## src/rtl/mips_main_control.sv

```systemverilog
// mips_main_control -- multicycle main control FSM for the 32-bit MIPS datapath.
//
// Sequences each instruction through fetch / decode / execute / memory /
// writeback and drives every datapath enable plus the 2-bit alu_op for the
// ALU function decoder. The memory handshake (mem_ready) is honoured only in
// FETCH, MEMRD and MEMWR. Retired instructions are counted in instret.
//
// Build option: define MIPS_CTRL_ADDI_EN to add the ADDIEX/ADDIWB states for
// opcode 001000; without it that opcode is reported through illegal_op.
//
// Ports:
//   clk, reset            rising-edge clock, asynchronous active-high reset
//   opcode, zero          instr[31:26] and the ALU zero flag
//   mem_ready             memory completes the current access this cycle
//   i_or_d .. pc_src      datapath mux selects / write enables (Moore)
//   pc_en                 pc_write | (branch & zero)
//   illegal_op            one-cycle pulse in DECODE on an unsupported opcode
//   state                 current state encoding (debug)
//   instret               retired-instruction count, wraps

module mips_main_control #(
  parameter int PERF_CNT_W = 32
) (
  input  logic                  clk,
  input  logic                  reset,
  input  logic [5:0]            opcode,
  input  logic                  zero,
  input  logic                  mem_ready,
  output logic                  i_or_d,
  output logic                  ir_write,
  output logic                  mem_write,
  output logic                  reg_write,
  output logic                  reg_dst,
  output logic                  mem_to_reg,
  output logic                  alu_src_a,
  output logic [1:0]            alu_src_b,
  output logic [1:0]            alu_op,
  output logic [1:0]            pc_src,
  output logic                  pc_en,
  output logic                  illegal_op,
  output logic [3:0]            state,
  output logic [PERF_CNT_W-1:0] instret
);

  localparam logic [3:0] FETCH   = 4'd0;
  localparam logic [3:0] DECODE  = 4'd1;
  localparam logic [3:0] MEMADR  = 4'd2;
  localparam logic [3:0] MEMRD   = 4'd3;
  localparam logic [3:0] MEMWB   = 4'd4;
  localparam logic [3:0] MEMWR   = 4'd5;
  localparam logic [3:0] EXECUTE = 4'd6;
  localparam logic [3:0] ALUWB   = 4'd7;
  localparam logic [3:0] BEQ     = 4'd8;
  localparam logic [3:0] ADDIEX  = 4'd9;
  localparam logic [3:0] ADDIWB  = 4'd10;
  localparam logic [3:0] JUMP    = 4'd11;

  localparam logic [5:0] OP_RTYPE = 6'b000000;
  localparam logic [5:0] OP_LW    = 6'b100011;
  localparam logic [5:0] OP_SW    = 6'b101011;
  localparam logic [5:0] OP_BEQ   = 6'b000100;
  localparam logic [5:0] OP_J     = 6'b000010;
  localparam logic [5:0] OP_ADDI  = 6'b001000;

  logic [3:0] next_state;
  logic       pc_write;
  logic       branch;
  logic       retire;

  // State register
  always_ff @(posedge clk or posedge reset) begin
    if (reset) state <= FETCH;
    else       state <= next_state;
  end

  // Retired-instruction counter; retire is high only on the last cycle of
  // an instruction, so each instruction is counted exactly once.
  always_ff @(posedge clk or posedge reset) begin
    if (reset)       instret <= '0;
    else if (retire) instret <= instret + PERF_CNT_W'(1);
  end

  // Next-state logic
  always_comb begin
    next_state = FETCH;
    case (state)
      FETCH:   next_state = mem_ready ? DECODE : FETCH;
      DECODE: begin
        case (opcode)
          OP_LW, OP_SW: next_state = MEMADR;
          OP_RTYPE:     next_state = EXECUTE;
          OP_BEQ:       next_state = BEQ;
          OP_J:         next_state = JUMP;
`ifdef MIPS_CTRL_ADDI_EN
          OP_ADDI:      next_state = ADDIEX;
`endif
          default:      next_state = FETCH;
        endcase
      end
      MEMADR:  next_state = (opcode == OP_LW) ? MEMRD : MEMWR;
      MEMRD:   next_state = mem_ready ? MEMWB : MEMRD;
      MEMWB:   next_state = FETCH;
      MEMWR:   next_state = mem_ready ? FETCH : MEMWR;
      EXECUTE: next_state = ALUWB;
      ALUWB:   next_state = FETCH;
      BEQ:     next_state = FETCH;
`ifdef MIPS_CTRL_ADDI_EN
      ADDIEX:  next_state = ADDIWB;
      ADDIWB:  next_state = FETCH;
`endif
      JUMP:    next_state = FETCH;
      default: next_state = FETCH;
    endcase
  end

  // Output logic: Moore per state, with mem_ready/zero/opcode qualifiers
  always_comb begin
    i_or_d     = 1'b0;
    ir_write   = 1'b0;
    mem_write  = 1'b0;
    reg_write  = 1'b0;
    reg_dst    = 1'b0;
    mem_to_reg = 1'b0;
    alu_src_a  = 1'b0;
    alu_src_b  = 2'b00;
    alu_op     = 2'b00;
    pc_src     = 2'b00;
    pc_write   = 1'b0;
    branch     = 1'b0;
    illegal_op = 1'b0;
    retire     = 1'b0;
    case (state)
      FETCH: begin
        alu_src_b = 2'b01;
        ir_write  = mem_ready;
        pc_write  = mem_ready;
      end
      DECODE: begin
        alu_src_b = 2'b11;
        case (opcode)
          OP_LW, OP_SW, OP_RTYPE, OP_BEQ, OP_J: illegal_op = 1'b0;
`ifdef MIPS_CTRL_ADDI_EN
          OP_ADDI:                              illegal_op = 1'b0;
`endif
          default:                              illegal_op = 1'b1;
        endcase
      end
      MEMADR: begin
        alu_src_a = 1'b1;
        alu_src_b = 2'b10;
      end
      MEMRD:   i_or_d = 1'b1;
      MEMWB: begin
        mem_to_reg = 1'b1;
        reg_write  = 1'b1;
        retire     = 1'b1;
      end
      MEMWR: begin
        i_or_d    = 1'b1;
        mem_write = 1'b1;
        retire    = mem_ready;
      end
      EXECUTE: begin
        alu_src_a = 1'b1;
        alu_op    = 2'b10;
      end
      ALUWB: begin
        reg_dst   = 1'b1;
        reg_write = 1'b1;
        retire    = 1'b1;
      end
      BEQ: begin
        alu_src_a = 1'b1;
        alu_op    = 2'b01;
        pc_src    = 2'b01;
        branch    = 1'b1;
        retire    = 1'b1;
      end
`ifdef MIPS_CTRL_ADDI_EN
      ADDIEX: begin
        alu_src_a = 1'b1;
        alu_src_b = 2'b10;
      end
      ADDIWB: begin
        reg_write = 1'b1;
        retire    = 1'b1;
      end
`endif
      JUMP: begin
        pc_src   = 2'b10;
        pc_write = 1'b1;
        retire   = 1'b1;
      end
      default: ;
    endcase
  end

  assign pc_en = pc_write | (branch & zero);

endmodule

```

## config.mk

```make
export PLATFORM = sky130hd
export DESIGN_NAME = mips_main_control
export DESIGN_NICKNAME = d
export VERILOG_FILES = /design/src/rtl/mips_main_control.sv
export SDC_FILE = /design/constraint.sdc
export NUM_CORES = 1
export LEC_CHECK = 0
export BUFFER_PORTS_ARGS = -buffer_cell sky130_fd_sc_hd__buf_2
export CORE_MARGIN = 5
export CORE_UTILIZATION = 45
export CTS_CLUSTER_DIAMETER = 100
export DETAILED_ROUTE_END_ITERATION = 16
export GPL_TIMING_DRIVEN = 0
export PLACE_DENSITY = 0.75
export SLEW_MARGIN = 20
export SYNTH_ARGS = -nofsm -noshare
export SYNTH_HDL_FRONTEND = slang
export SYNTH_SLANG_ARGS = --single-unit
```

## constraint.sdc

```tcl
create_clock -name clk -period 2.4 [get_ports clk]
set_input_delay 0.12 -clock clk [delete_from_list [all_inputs] [get_ports clk]]
set_output_delay 0.12 -clock clk [all_outputs]
set_load 0.05 [all_outputs]
```

# Yosys cells after proc, flatten, opt, wreduce, memory -nomap -nowiden
# Cells that the tools add are included.
op_classes:
  n_mux: 21
  reduce_logical: 8
  n_addsub: 1
  n_eq_ne: 13
  bitwise: 2
ops:
  columns: ["cell", "count"]
  rows:
  - ["$add A32 B1 Y32 const B", 1]
  - ["$pmux W4 S6", 1]
  - ["$eq A4 B3 Y1 const B", 4]
  - ["$pmux W4 S4", 1]
  - ["$eq A6 B6 Y1 const B", 2]
  - ["$mux W1", 11]
  - ["$mux W3", 3]
  - ["$eq A4 B2 Y1 const B", 2]
  - ["$eq A4 B4 Y1 const B", 2]
  - ["$pmux W2 S2", 2]
  - ["$eq A6 B2 Y1 const B", 1]
  - ["$eq A6 B3 Y1 const B", 1]
  - ["$logic_not A6 Y1", 1]
  - ["$pmux W2 S3", 1]
  - ["$reduce_or A2 Y1", 3]
  - ["$reduce_or A5 Y1", 1]
  - ["$eq A4 B1 Y1 const B", 1]
  - ["$logic_not A4 Y1", 1]
  - ["$pmux W1 S2", 2]
  - ["$reduce_or A4 Y1", 1]
  - ["$reduce_or A3 Y1", 1]
  - ["$and A1 B1 Y1", 1]
  - ["$or A1 B1 Y1", 1]
totals:
  wordCells: 47
  inputBits: 10
  regBits: 36
  out_inout_bits: 51

# Logic depth before layout (Yosys ltp)
depth:
  depth_word: 4
  ltp_mapped: 6
  mapped_depth_nobuf: 5

# Worst setup path after synthesis
# OpenSTA, ideal clock, no wires.
synth_path:
  kind: "reg-to-output"
  from: "reg state[1]"
  to: "out pc_en"
  arrival_ns: 2.346
  required_ns: 2.280
  path_slack_ns: -0.066
  stages_incl_launch_ff: 6
  path_buffers: 1
  cell_sequence: "dfrtp_1 -> buf_1 -> nor2_1 -> inv_1 -> nor2_1 -> a211o_1"
synth_via:
  elab_chain_cells: 4
  word_cells_on_any_way: 7
  cone_classes: "eq/ne (2); mux (2); bitwise (2); reduce/logical (1)"
synth_rtl:
  columns: ["item", "line_no", "rtl"]
  rows:
  - ["start, declared", "41", "output logic [3:0] state,"]
  - ["start signal, assigned", "73", "else state <= next_state;"]
  - ["$eq A4 B4 Y1", "132", "case (state)"]
  - ["$mux W1", "132", null]
  - ["$and A1 B1 Y1", "198", "assign pc_en = pc_write | (branch & zero);"]
  - ["$or A1 B1 Y1 (*)", "198", null]
  - ["end, declared", "39", "output logic pc_en,"]
# Mark *: on every way between the ends. The rest lies on a longest branch, timed or not.

# Final worst setup path
# Ends and elaborated chain as after synthesis.

==> impl_metrics.yaml <==
outcome:
  status: "finished clean"
layout:
  final_area_um2: 2430
  final_cell_mix: "buf_2 (61), dfrtp_1 (36), xnor2_1 (23)"
  drive_gt1_frac: 0.295
  antennaDiodeCount: 0
  area_growth_pct: 25.3
  final_common_cell: "buf_2"
  fin_nets: 278
grt:
  overflow: 0
  grt_max_degree: 37
  grt_pass1_wl_um: 7070
  grt_usage: 0.162
  antenna_found_initial: 0
  first_global_vias: 1602
synthesis:
  synth-seq-cells: 36
  synthXorXnorAreaFrac: 0.149
  syn_area_per_cell_um2: 9.73
  ys_async_sr_fraction: 1.00
  synthMuxAreaShare: 0.0168
  dominantRegCellSynth: "dfrtp_1"
  synthCells: 199
  synth_compound_gate_area_share: 0.0549
  synthAdderAreaFrac: 0.00646
  synth_area_um2: 1940
  yosysSeqAreaShare: 0.465
  ys_warn_count: 0
  synth-simple-area-share: 0.284
  synth_cell_types: 41
  synth_top_family_by_area: "simple AND/OR/NAND/NOR gates"
  synth-edff-count: 0
  synth_nets: 210
power:
  power_frac_seq: 0.383
  clockPowerShare: 0.284
  power_switching_mw: 0.735
  switching_share: 0.397
  peakVddDrop_uv: 535
  p_comb_frac: 0.333
  power_density_nw_per_um2: 762
  total_leakage_power_nw: 1.24
  design_power_total_mw: 1.85
  p_int_mw: 1.11
route:
  ant_nets: 0
  wl_met1_um: 1810
  wl_per_cell_um: 13.6
  routed-wl-met2_um: 2120
  highest_layer: "met4"
  route.detailed.drc: 0
  vias_per_cell: 5.24
  wl_met3_um: 302
  wl_um: 4310
  drtPass1Iterations: 4
  vias: 1665
  drtIter0Drc: 66
placement:
  place_area_um2: 2300
  io_buffers: 60
  dp_slack_ns: 0.492
  place_hpwl_um: 3280
  gp_congestion: 0.867
floorplanning:
  num_io_pins: 61
  die-area_um2: 5720
  die_w_um: 75.6
  start_util: 0.474
  rows: 23
  die_h_um: 75.6
  core_area_um2: 4090
timing:
  drv_slew: 0
  finClkSkew_ns: 0.00899
  final_hold_viol_count: 0
  finalSetupViolCount: 0
  worstMarginPinSlew_ns: 0.726
  rsz0062_at_grt: "no"
  setup_ws_ns: 0.377
  fmax_ghz: 0.494
  relSlewSlack: 0.515
  finalCriticalPeriod_ns: 2.02
  tns_ns: 0
  period_share: 0.843
cts:
  clock_sinks: 36
  cts-root-buf: "clkbuf_8"
  cts_made_buffers: 5
  htreeDepth: 2
  cts_tree: "yes"
  cts.repair_timing.setup_buffer_count: 0
  post_cts_resized: 0
  clockBufferDepth: 2
  cts.clk_slew.worst_paths_ns: 0.07
  clkLatencyLatePin_ns: 0.29
  hold_buffers: 1
worst_setup_path:
  cp-start-kind: "flop"
  crit_type: "flop to primary output"
  cp.arrival_ns: 1.90
  path_cells: "buf_1 > nor2_1 > inv_1 > nor2_2 > a211o_1 > buf_2"
  crit_path_end_kind: "primary output"
  cp_max_fo: 10
  critPathRequiredTime_ns: 2.28
  crit_path_max_incr_delay_ns: 0.42
  slowest_stage: "dfrtp_1"
flow_run:
  drv_cap: 0
min_path:
  hold_class: "input port to flop"
==> state kept, by name, summed over array words and instances, names as in the netlist <==
name and flops:
state 4, instret 32
==> final timing paths <==
kind | slack [ns] | cells past startpoint | end | startpoint
max in group asynchronous | 1.42 | 3 | instret[0] | reset
min reg2reg | 0.46 | 1 | instret[31] | instret[31]
min | 0.05 | 2 | state[3] | opcode[4]
max | 0.38 | 6 | pc_en | state[1]
min in group asynchronous | 0.51 | 3 | instret[27] | reset
max reg2reg | 0.50 | 5 | instret[16] | state[0]
==> worst max-delay path: cells and delay by family, from the launching register on <==
| family | cells | cell delay [ns] |
|---|---|---|
| buf+inv | 3 | 0.74 |
| flops | 1 | 0.42 |
| simple gates | 2 | 0.18 |
| compound gates | 1 | 0.28 |
==> Yosys cell counts (2+ instances only) <==
cell,count,area [µm²]
nor2_1,24,90.1
nand2_1,12,45.0
mux2_2,2,22.5
nand3_1,20,100
xnor2_1,23,201
o21ai_0,2,10.0
nand4_1,7,43.8
inv_1,6,22.5
xor2_1,10,87.6
nand2b_1,7,43.8
nor2b_1,3,18.8
nor3_1,7,35.0
and2_1,2,12.5
nor3_4,2,32.5
a21oi_1,3,15.0
dfrtp_1,36,901
clkbuf_1,2,7.51
and3_1,6,37.5
and4_1,3,26.3
==> area by class of cell <==
class,instances,area (µm²)
well taps,50,62.6
multi-input cells,152,995
inverters,6,22.5
clock buffers,5,68.8
plain buffers,5,23.8
repair buffers,61,310
flip-flops and latches,36,901
fillers,363,1660
clock inverters,3,42.5
==> metrics by stage <==
step | utilization | instances | hold WS [ns]
after detailed placement | 0.564 | 309 | 0.291
final | 0.594 | 318 | 0.0545
after floorplan | - | 199 | 0.190
after CTS | 0.594 | 318 | 0.0405
after global routing | 0.594 | 318 | 0.0484
after global placement | 0.564 | 309 | 0.345
==> metal layers <==
| layer | vias up | track usage |
|---|---|---|
| met5 | - | 0 |
| met4 | 0 | 0.0796 |
| met3 | 9 | 0.0501 |
| met2 | 48 | 0.270 |
| met1 | 785 | 0.189 |
| li1 | 823 | - |
==> cell families after synthesis <==
| group | after synthesis |
|---|---|
| simple gates | 100 |
| compound gates | 15 |
| mux | 3 |
| buf+inv | 11 |
| flops | 36 |
| xor+xnor | 33 |
| fa+ha+maj | 1 |
==> power groups by stage <==
stage,logic (mW),clock network [mW],registers (mW)
after global routing,0.655,0.568,0.721
final,0.615,0.525,0.709
after global placement,0.610,0,0.719
after floorplan,0.355,0,0.842
after detailed placement,0.619,0,0.720
after CTS,0.621,0.539,0.710
(Power assumes the default switching activity.)
